`config.mk`:
```
export PLATFORM = sky130hd
export DESIGN_NAME = pes_bc_param
export DESIGN_NICKNAME = d
export VERILOG_FILES = /design/src/rtl/pes_bc_pkg.sv /design/src/rtl/pes_bc_param.sv
export SDC_FILE = /design/constraint.sdc
export NUM_CORES = 1
export LEC_CHECK = 0
export CORE_AREA = 3 3 40 42
export DETAILED_ROUTE_END_ITERATION = 8
export DIE_AREA = 0 0 43 45
export SETUP_SLACK_MARGIN = 0.5
export SLEW_MARGIN = 25
export SYNTH_ARGS = -nofsm -noshare
export SYNTH_HDL_FRONTEND = slang
export SYNTH_SLANG_ARGS = --single-unit
```
`constraint.sdc`:
```
create_clock -name Clk -period 1.7 [get_ports Clk]
set_input_delay 0.34 -clock Clk [delete_from_list [all_inputs] [get_ports Clk]]
set_output_delay 0.34 -clock Clk [all_outputs]
set_load 0.01 [all_outputs]
```
`src/rtl/pes_bc_pkg.sv`:
```
// Shared constants and next-count arithmetic for the pes_bc counter family.
// Pure combinational helper; no state, no backpressure.
package pes_bc_pkg;

  localparam logic DIR_UP    = 1'b1;
  localparam logic DIR_DOWN  = 1'b0;
  localparam logic MODE_WRAP = 1'b0;
  localparam logic MODE_SAT  = 1'b1;

  // Operands are 33 bits so a modulus of 2^32 is representable; returns {ovf, count}.
  function automatic logic [33:0] next_count(
    input logic [32:0] count,
    input logic [32:0] step,
    input logic        dir,
    input logic [32:0] modulo,
    input logic        sat
  );
    logic [33:0] sum;
    logic [32:0] s;
    logic [32:0] res;
    logic        of;
    sum = '0;
    of  = 1'b0;
    res = count;
    s   = (step >= modulo) ? modulo - 33'd1 : step;
    if (s == 33'd0) begin
      res = count;
    end else if (dir == DIR_UP) begin
      sum = {1'b0, count} + {1'b0, s};
      if (sum > {1'b0, modulo} - 34'd1) begin
        of  = 1'b1;
        res = (sat == MODE_SAT) ? modulo - 33'd1 : 33'(sum - {1'b0, modulo});
      end else begin
        res = sum[32:0];
      end
    end else begin
      if (s > count) begin
        of  = 1'b1;
        res = (sat == MODE_SAT) ? 33'd0 : count + modulo - s;
      end else begin
        res = count - s;
      end
    end
    return {of, res};
  endfunction

endpackage

```
`src/rtl/pes_bc_param.sv`:
```
// Parametrised bidirectional mod-N counter with load, wrap/saturate, tc and ovf; PES_BC_STEP_EN adds a step input.
// Latency: Count/ovf update one cycle after the enabling edge; tc is combinational (zero latency).
// Backpressure: none; en gates counting and tc is meant to drive the next stage's en.
module pes_bc_param #(
  parameter int     WIDTH    = 4,
  parameter longint MODULO   = 16,
  parameter bit     SATURATE = 1'b0
) (
  input  logic             Clk,
  input  logic             reset_n,
  input  logic             en,
  input  logic             UpOrDown,
  input  logic             load,
  input  logic [WIDTH-1:0] load_val,
`ifdef PES_BC_STEP_EN
  input  logic [WIDTH-1:0] step,
`endif
  output logic [WIDTH-1:0] Count,
  output logic             tc,
  output logic             ovf
);
  import pes_bc_pkg::*;

  localparam logic [32:0]      MOD  = 33'(MODULO);
  localparam logic [WIDTH-1:0] MAXC = WIDTH'(MODULO - 1);
  localparam logic             MODE = SATURATE ? MODE_SAT : MODE_WRAP;

  logic [32:0]      step_x;
  logic [33:0]      nc;
  logic [32-WIDTH:0] nc_hi_unused;
  logic [WIDTH-1:0] ld_cnt;

`ifdef PES_BC_STEP_EN
  assign step_x = 33'(step);
`else
  assign step_x = 33'd1;
`endif

  assign nc           = next_count(33'(Count), step_x, UpOrDown, MOD, MODE);
  assign nc_hi_unused = nc[32:WIDTH];
  assign tc           = en & nc[33];
  assign ld_cnt       = (33'(load_val) >= MOD) ? MAXC : load_val;

  always_ff @(posedge Clk or negedge reset_n) begin
    if (!reset_n) begin
      Count <= '0;
      ovf   <= 1'b0;
    end else if (load) begin
      Count <= ld_cnt;
      ovf   <= 1'b0;
    end else if (en) begin
      Count <= nc[WIDTH-1:0];
      ovf   <= nc[33];
    end else begin
      ovf   <= 1'b0;
    end
  end

endmodule
```
== Yosys cells after proc, flatten, opt, wreduce, memory -nomap -nowiden ==
Index checks and enable logic that the tools add are counted.
Word-level totals
  register bits: 5
  bits of input ports: 9
  output and inout bits: 6
  logic and storage cells: 21
Cells by class
  add/sub/neg operators: 5
  order comparisons: 2
  multiplexer cells: 10
  bitwise operators: 1
  reduce and logical (&&, ||, !) cells: 1
Operators with widths (number)
  2-to-1 mux 4 bit: 5
  subtractor 4 x 1 -> 4 bit (second input constant): 3
  adder 4 x 1 -> 5 bit (second input constant): 1
  > comparator 5 x 4 -> 1 bit (second input constant): 1
  2-to-1 mux 1 bit: 5
  adder 4 x 1 -> 4 bit (second input constant): 1
  > comparator 1 x 4 -> 1 bit (first input constant): 1
  nonzero test 2 bit: 1
  AND 1 bit: 1

== Depth between registers and ports, before layout ==
Gate-level depths: netlist of run 1.
  word-level depth: 6
  depth in mapped cells: 5
  depth with buffers taken out: 5

== Worst setup path after synthesis of run 1 ==
Ideal clock, no wire load.
  path kind: reg2out
  start: reg Count[0]
  end: out tc
  arrival: 1.343 ns
  required time: 1.360 ns
  slack: 0.017 ns
  cell stages (with the launch flop): 6
  buffers on the path: 0
  cell sequence: dfrtp_1 > inv_1 > ha_1 > nor3b_1 > o211ai_1 > nand2_1
On the way
  cells in the longest elaborated chain, start to end: 5
RTL lines
  from (decl): line pes_bc_param.sv:18  | output logic [WIDTH-1:0] Count,
  from (signal assigned): line pes_bc_param.sv:49  | Count <= ld_cnt;
  from (signal assigned): line pes_bc_param.sv:52  | Count <= nc[WIDTH-1:0];
  adder 4 x 1 -> 5 bit: line pes_bc_pkg.sv:29  | sum = {1'b0, count} + {1'b0, s};
  > comparator 5 x 4 -> 1 bit: line pes_bc_pkg.sv:30  | if (sum > {1'b0, modulo} - 34'd1) begin
  2-to-1 mux 1 bit: line pes_bc_pkg.sv:30
  2-to-1 mux 1 bit *: line pes_bc_pkg.sv:28  | end else if (dir == DIR_UP) begin
  AND 1 bit *: line pes_bc_param.sv:41  | assign tc = en & nc[33];
  to (decl): line pes_bc_param.sv:19  | output logic tc,
Every way passes the cells marked *; elsewhere a longest branch is shown, timed or not.

== Final worst setup path of run 1 ==
Same ends and word-level chain as after synthesis.

==> impl_metrics.env, run 1 <==
export IMPL_maxCapViolCount=0
export IMPL_synth_area_um2=397
export IMPL_cp_startpoint="Count[0]$_DFFE_PN0P_"
export IMPL_end_kind="output pin"
export IMPL_hold_class="in -> async"
export IMPL_synth_top_area_share_pct=31.5
export IMPL_cts_tree="yes"
export IMPL_dp_cells=79
export IMPL_clock_path_buffers=2
export IMPL_clk_pin_slew_ps=50
export IMPL_worst_slew_pin_slew_ps=387
export IMPL_slowest_delay_ps=390
export IMPL_fin_util_pct=62.4
export IMPL_slew_headroom_pct=74.1
export IMPL_synth_distinct_cells=25
export IMPL_syn_instance_count=42
export IMPL_crit_path_end="tc"
export IMPL_totalWireLength_um=1250
export IMPL_core_area_um2=1280
export IMPL_numPortBuffers=14
export IMPL_violations="negative setup slack"
export IMPL_dieArea_um2=1940
export IMPL_ff2ff_setup_slack_ps=-190
export IMPL_grt_overflow=0
export IMPL_antenna_found_initial=0
export IMPL_rsz0062_at_grt="true"
export IMPL_crit_path_cell_trace="inv_2, ha_4, nor3b_1, o211ai_1, nand2_1, buf_2"
export IMPL_wl_per_cell_um=13.1
export IMPL_layout_nets=93
export IMPL_pin_count=15
export IMPL_htreeDepth=1
export IMPL_vdd_drop_max_mv=0.322
export IMPL_layout_common_cells="14 x buf_4, 11 x buf_6, 7 x clkdlybuf4s50_1"
export IMPL_worst_path_max_fanout=4
export IMPL_rr_startpoint="Count[0]$_DFFE_PN0P_"
export IMPL_pwr_share_comb_pct=51.4
export IMPL_drc=0
export IMPL_r2r_cells=7
export IMPL_syn_avg_cell_area_um2=9.44
export IMPL_worst_setup_path_start_kind="flip-flop"
export IMPL_drt_pass1_iter_count=2
export IMPL_grt_first_pass_wirelength_um=2010
export IMPL_drv_slew=0
export IMPL_period_needed_ps=1940
export IMPL_hold_violations=0
export IMPL_setup_viol=3
export IMPL_total_power_mw=0.607
export IMPL_synth_seq_cells=5
export IMPL_worstPathArrival_ps=1600
export IMPL_ant_nets=0
export IMPL_gp_congestion=0.735
export IMPL_final_common_cell="buf_4"
export IMPL_clk_insertion_delay_late_ps=250
export IMPL_p_leak_nw=0.367
export IMPL_fill_cells=106
export IMPL_final_cell_area_um2=802
export IMPL_initial_utilization_pct=30.9
export IMPL_cpLargestDelayFamily="flip-flops"
export IMPL_fin_skew_ps=6.59
export IMPL_cp_slowest_cell="dfrtp_2"
export IMPL_p_per_area_nw_per_um2=757
export IMPL_holdBufCountCts=0
export IMPL_synthesis_nets=54
export IMPL_internal_power_mw=0.419
export IMPL_p_clk_share_pct=23.5
export IMPL_core_rowCount=13
export IMPL_grt_usage_pct=14.6
export IMPL_drt_initial_drc_count=5
export IMPL_p_switching_mw=0.189
export IMPL_path_class="reg -> out"
export IMPL_yosys_area_top_type="dfrtp_1"
export IMPL_yosysSeqAreaShare_pct=31.5
export IMPL_die_h_um=45
export IMPL_path_buf_inv=2
export IMPL_instances_no_fill=95
export IMPL_pwr_share_seq_pct=25.1
export IMPL_critical_path_required_ps=1360
export IMPL_ys_warn_count=0
export IMPL_p_sw_share_pct=31.1
export IMPL_dieWidth_um=43
export IMPL_drive_gt1_share_pct=56.3
export IMPL_max_freq_mhz=516
export IMPL_antennaDiodeCount=0
export IMPL_viasPerCell=4.81
export IMPL_cts_buffers=3
export IMPL_placed_area_um2=628
export IMPL_fin_crit_sh_pct=114
export IMPL_first_global_vias=476
export IMPL_finalSetupTns_ps=-561
export IMPL_reg2reg_to="Count[3]$_DFFE_PN0P_"
export IMPL_grt_max_degree=11
export IMPL_hpwl_um=814
export IMPL_fin_ws_ps=-237
export IMPL_synth_area_leaders="dfrtp_1 32%, ha_1 9.5%, xnor2_1 4.4%"
export IMPL_area_delta_synth_final_pct=102
export IMPL_vias=457
export IMPL_cp_num_cells=6
export IMPL_root_buffer="clkbuf_4"
export IMPL_clock_sinks=5
export IMPL_status="complete, but fails checks"
[per-stage QoR]
| stage | hold WS [ps] | worst slack, ps |
|---|---|---|
| floorplan | 44.4 | 177 |
| global placement | 575 | -409 |
| detailed placement | 584 | -441 |
| CTS | 318 | -158 |
| global route | 316 | -348 |
| finish | 314 | -237 |
[final cells by class]
cell class              instances  area [µm²]  area share (%)
clock buffers                   4        26.3            3.28
flip-flops and latches          5         129            16.1
inverters                       4        15.0            1.87
repair buffers                 36         323            40.2
well taps                      15        18.8            2.34
multi-input cells              31         290            36.2
[worst min-delay path by stage]
stage	end	slack, ps	start	cells after the start
floorplan	Count[0]$_DFFE_PN0P_	40	reset_n	0
global placement	ovf$_DFF_PN0_	580	reset_n	1
detailed placement	ovf$_DFF_PN0_	580	reset_n	1
CTS	ovf$_DFF_PN0_	320	reset_n	1
global route	Count[3]$_DFFE_PN0P_	320	reset_n	1
finish	ovf$_DFF_PN0_	310	reset_n	1
[sequential cells by signal, indices dropped and copies added (netlist names)]
name / flops
Count: 4
ovf: 1
[Yosys cell counts]
| cell type | instances |
|---|---|
| nor3b_1 | 2 |
| mux2i_1 | 1 |
| nand2_1 | 4 |
| and3_1 | 1 |
| buf_4 | 1 |
| a2111oi_2 | 1 |
| or4_4 | 1 |
| nor2_1 | 1 |
| a211o_1 | 1 |
| ha_1 | 3 |
| o21ai_0 | 2 |
| nor4bb_1 | 1 |
| xnor2_1 | 2 |
| nand3_1 | 2 |
| o211ai_1 | 1 |
| a22oi_1 | 1 |
| buf_6 | 1 |
| nand4b_1 | 1 |
| a21oi_1 | 2 |
| dfrtp_1 | 5 |
| inv_1 | 4 |
| mux2_2 | 1 |
| nor4b_1 | 1 |
| nand3b_1 | 1 |
| nand4_1 | 1 |
[power by group through the flow]
stage               registers [mW]  clock network [mW]  logic [mW]
floorplan                    0.167                   0      0.0875
global placement             0.153                   0       0.216
detailed placement           0.153                   0       0.217
CTS                          0.153               0.146       0.272
global route                 0.155               0.156       0.340
finish                       0.153               0.143       0.312
[timing repair]
item	CTS	global route
setup endpoints to repair	10	11
pin swaps	4	6
gates resized for setup	36	7
buffers inserted	10	2
gates cloned	0	0
hold endpoints to repair	0	0
[metal layers]
metal / vias up / wire length [µm] / track usage [%]
met3: 8 / 82 / 5.58
met2: 17 / 538 / 22.8
met1: 202 / 558 / 16.8
li1: 230 / - / -
met4: 0 / 66 / 9.64
met5: - / 0 / 0
[logic make-up (layout without fill, tap and decap cells)]
family	after synthesis	after routing	synth area share, %
buffers and inverters	6	44	8.52
flip-flops	5	5	31.5
XOR/XNOR	2	2	4.42
AND/OR/NAND/NOR	16	16	25.9
AO/OA/AOI/OAI	8	8	14.8
multiplexers	2	2	5.36
adder cells (fa/ha/maj)	3	3	9.46
Power figures use the tool's default switching activity.
==> run 2, diff against run 1 <==
- SLEW_MARGIN: 25 -> default
==> results of run 2 <==
The final DEF is identical to that of run 1; final timing and power are the same.
==> run 3, diff against run 2 <==
- CORE_AREA: 3 3 40 42 -> 2 2 39 41
- DIE_AREA: 0 0 43 45 -> 0 0 41 43
==> impl_metrics.env, run 3 (synthesis gave the netlist of run 1 again) <==
export IMPL_status="complete, but fails checks"
export IMPL_violations="negative setup slack"
export IMPL_crit_path_cell_trace="inv_2, ha_4, nor3b_4, o211ai_1, nand2_1, buf_2"
export IMPL_viasPerCell=4.86
export IMPL_period_needed_ps=1920
export IMPL_p_switching_mw=0.204
export IMPL_path_class="reg -> out"
export IMPL_max_freq_mhz=520
export IMPL_rr_startpoint="Count[1]$_DFFE_PN0P_"
export IMPL_worst_slew_pin_slew_ps=342
export IMPL_finalSetupTns_ps=-326
export IMPL_p_clk_share_pct=21.0
export IMPL_layout_common_cells="13 x buf_4, 10 x buf_6, 6 x clkdlybuf4s50_1"
export IMPL_ant_nets=0
export IMPL_ff2ff_setup_slack_ps=-100
export IMPL_internal_power_mw=0.447
export IMPL_p_leak_nw=0.375
export IMPL_dieWidth_um=41
export IMPL_critical_path_required_ps=1360
export IMPL_clock_path_buffers=2
export IMPL_fin_ws_ps=-222
export IMPL_hold_class="in -> async"
export IMPL_grt_usage_pct=17.3
export IMPL_die_h_um=43
export IMPL_dieArea_um2=1760
export IMPL_drive_gt1_share_pct=55.1
export IMPL_antenna_found_initial=0
export IMPL_wl_per_cell_um=13.3
export IMPL_layout_nets=91
export IMPL_core_area_um2=1380
export IMPL_maxCapViolCount=0
export IMPL_cts_tree="yes"
export IMPL_totalWireLength_um=1250
export IMPL_vdd_drop_max_mv=0.538
export IMPL_drv_slew=0
export IMPL_pin_count=15
export IMPL_grt_max_degree=9
export IMPL_holdWs_ps=327
export IMPL_slowest_delay_ps=450
export IMPL_largest_register="Count"
export IMPL_drt_initial_drc_count=5
export IMPL_worstPathArrival_ps=1580
export IMPL_clock_sinks=5
export IMPL_fin_skew_ps=7.06
export IMPL_register_area_um2=129
export IMPL_worst_setup_path_start_kind="flip-flop"
export IMPL_root_buffer="clkbuf_4"
export IMPL_worst_path_max_fanout=4
export IMPL_clk_pin_slew_ps=50
export IMPL_setup_viol=2
export IMPL_cts_buffers=3
export IMPL_multi_input_area_um2=332
export IMPL_slew_headroom_pct=77.2
export IMPL_htreeDepth=1
export IMPL_drc=0
export IMPL_grt_overflow=0
export IMPL_first_global_vias=467
export IMPL_grt_first_pass_wirelength_um=2010
export IMPL_reg2reg_to="Count[3]$_DFFE_PN0P_"
export IMPL_r2r_cells=6
export IMPL_largest_reg_flops=4
export IMPL_final_common_cell="buf_4"
export IMPL_pre_cts_slack_ps=-514
export IMPL_hpwl_um=795
export IMPL_hold_violations=0
export IMPL_gp_congestion=0.711
export IMPL_cp_slowest_cell="dfrtp_2"
export IMPL_antennaDiodeCount=0
export IMPL_p_sw_share_pct=31.3
export IMPL_clk_insertion_delay_late_ps=240
export IMPL_drt_pass1_iter_count=4
export IMPL_pwr_share_seq_pct=24.0
export IMPL_vias=457
export IMPL_top_regs="Count: 4 flops, ovf: 1 flops"
export IMPL_end_kind="output pin"
export IMPL_p_per_area_nw_per_um2=779
export IMPL_area_delta_synth_final_pct=111
export IMPL_core_rowCount=14
export IMPL_fill_cells=123
export IMPL_initial_utilization_pct=28.7
export IMPL_fin_crit_sh_pct=113
export IMPL_pwr_share_comb_pct=55.0
export IMPL_rsz0062_at_grt="true"
export IMPL_numPortBuffers=14
[run 3: timing repair]
| item | in CTS | in global routing |
|---|---|---|
| buffers inserted | 6 | 4 |
| gates cloned | 0 | 0 |
| resized for setup | 34 | 13 |
| pin swaps | 6 | 5 |
| hold buffers | 0 | 0 |
| endpoints found under the setup margin | 10 | 10 |
[run 3: worst max-delay path by stage]
stage                         startpoint  to  slack (ps)  depth (start not counted)
floorplan           Count[0]$_DFFE_PN0P_  tc         180                          5
finish              Count[1]$_DFFE_PN0P_  tc        -220                          6
detailed placement              UpOrDown  tc        -510                          5
global route        Count[1]$_DFFE_PN0P_  tc        -270                          6
global placement                UpOrDown  tc        -440                          5
CTS                 Count[0]$_DFFE_PN0P_  tc        -190                          6
[run 3: worst max-delay path, delay by kind of cell, from the launching register on]
kind	cells	cell delay (ps)
and+or+nand+nor	2	220
AOI/OAI and AO/OA	1	240
adders and majority gates	1	200
buffers and inverters	2	230
DFF	1	450
[run 3: area by class of cell]
class	count	share of cell area, %
clock buffer	4	3.14
inverter	4	2.10
timing repair buffer	34	37.3
tap	16	2.40
multi-input combinational	31	39.7
sequential	5	15.4
[run 3: per-stage QoR]
stage / power [mW] / instances / utilization (%) / area [µm²]
after floorplan: 0.254 / 42 / - / 413
after global placement: 0.368 / 80 / 45.5 / 629
after detailed placement: 0.370 / 80 / 45.5 / 629
after CTS: 0.578 / 90 / 54.7 / 757
after global routing: 0.690 / 94 / 60.4 / 836
final: 0.651 / 94 / 60.4 / 836
[run 3: routing by layer]
| metal | global-route usage [%] | share of wire [%] | wire length (µm) | vias to the layer above |
|---|---|---|---|---|
| met1 | 19.7 | 38 | 471 | 216 |
| met2 | 26.6 | 55 | 685 | 14 |
| met4 | 10.0 | 3.0 | 38 | 0 |
| met3 | 5.76 | 4.3 | 54 | 4 |
| met5 | 0 | 0 | 0 | - |
| li1 | - | - | - | 223 |
[run 3: power groups by stage]
stage	Clock [mW]	Sequential, mW	Combinational [mW]
2_1_floorplan	0	0.167	0.0875
3_3_place_gp	0	0.155	0.213
3_5_place_dp	0	0.155	0.214
4_1_cts	0.143	0.154	0.281
5_1_grt	0.148	0.158	0.383
6_report	0.137	0.156	0.358
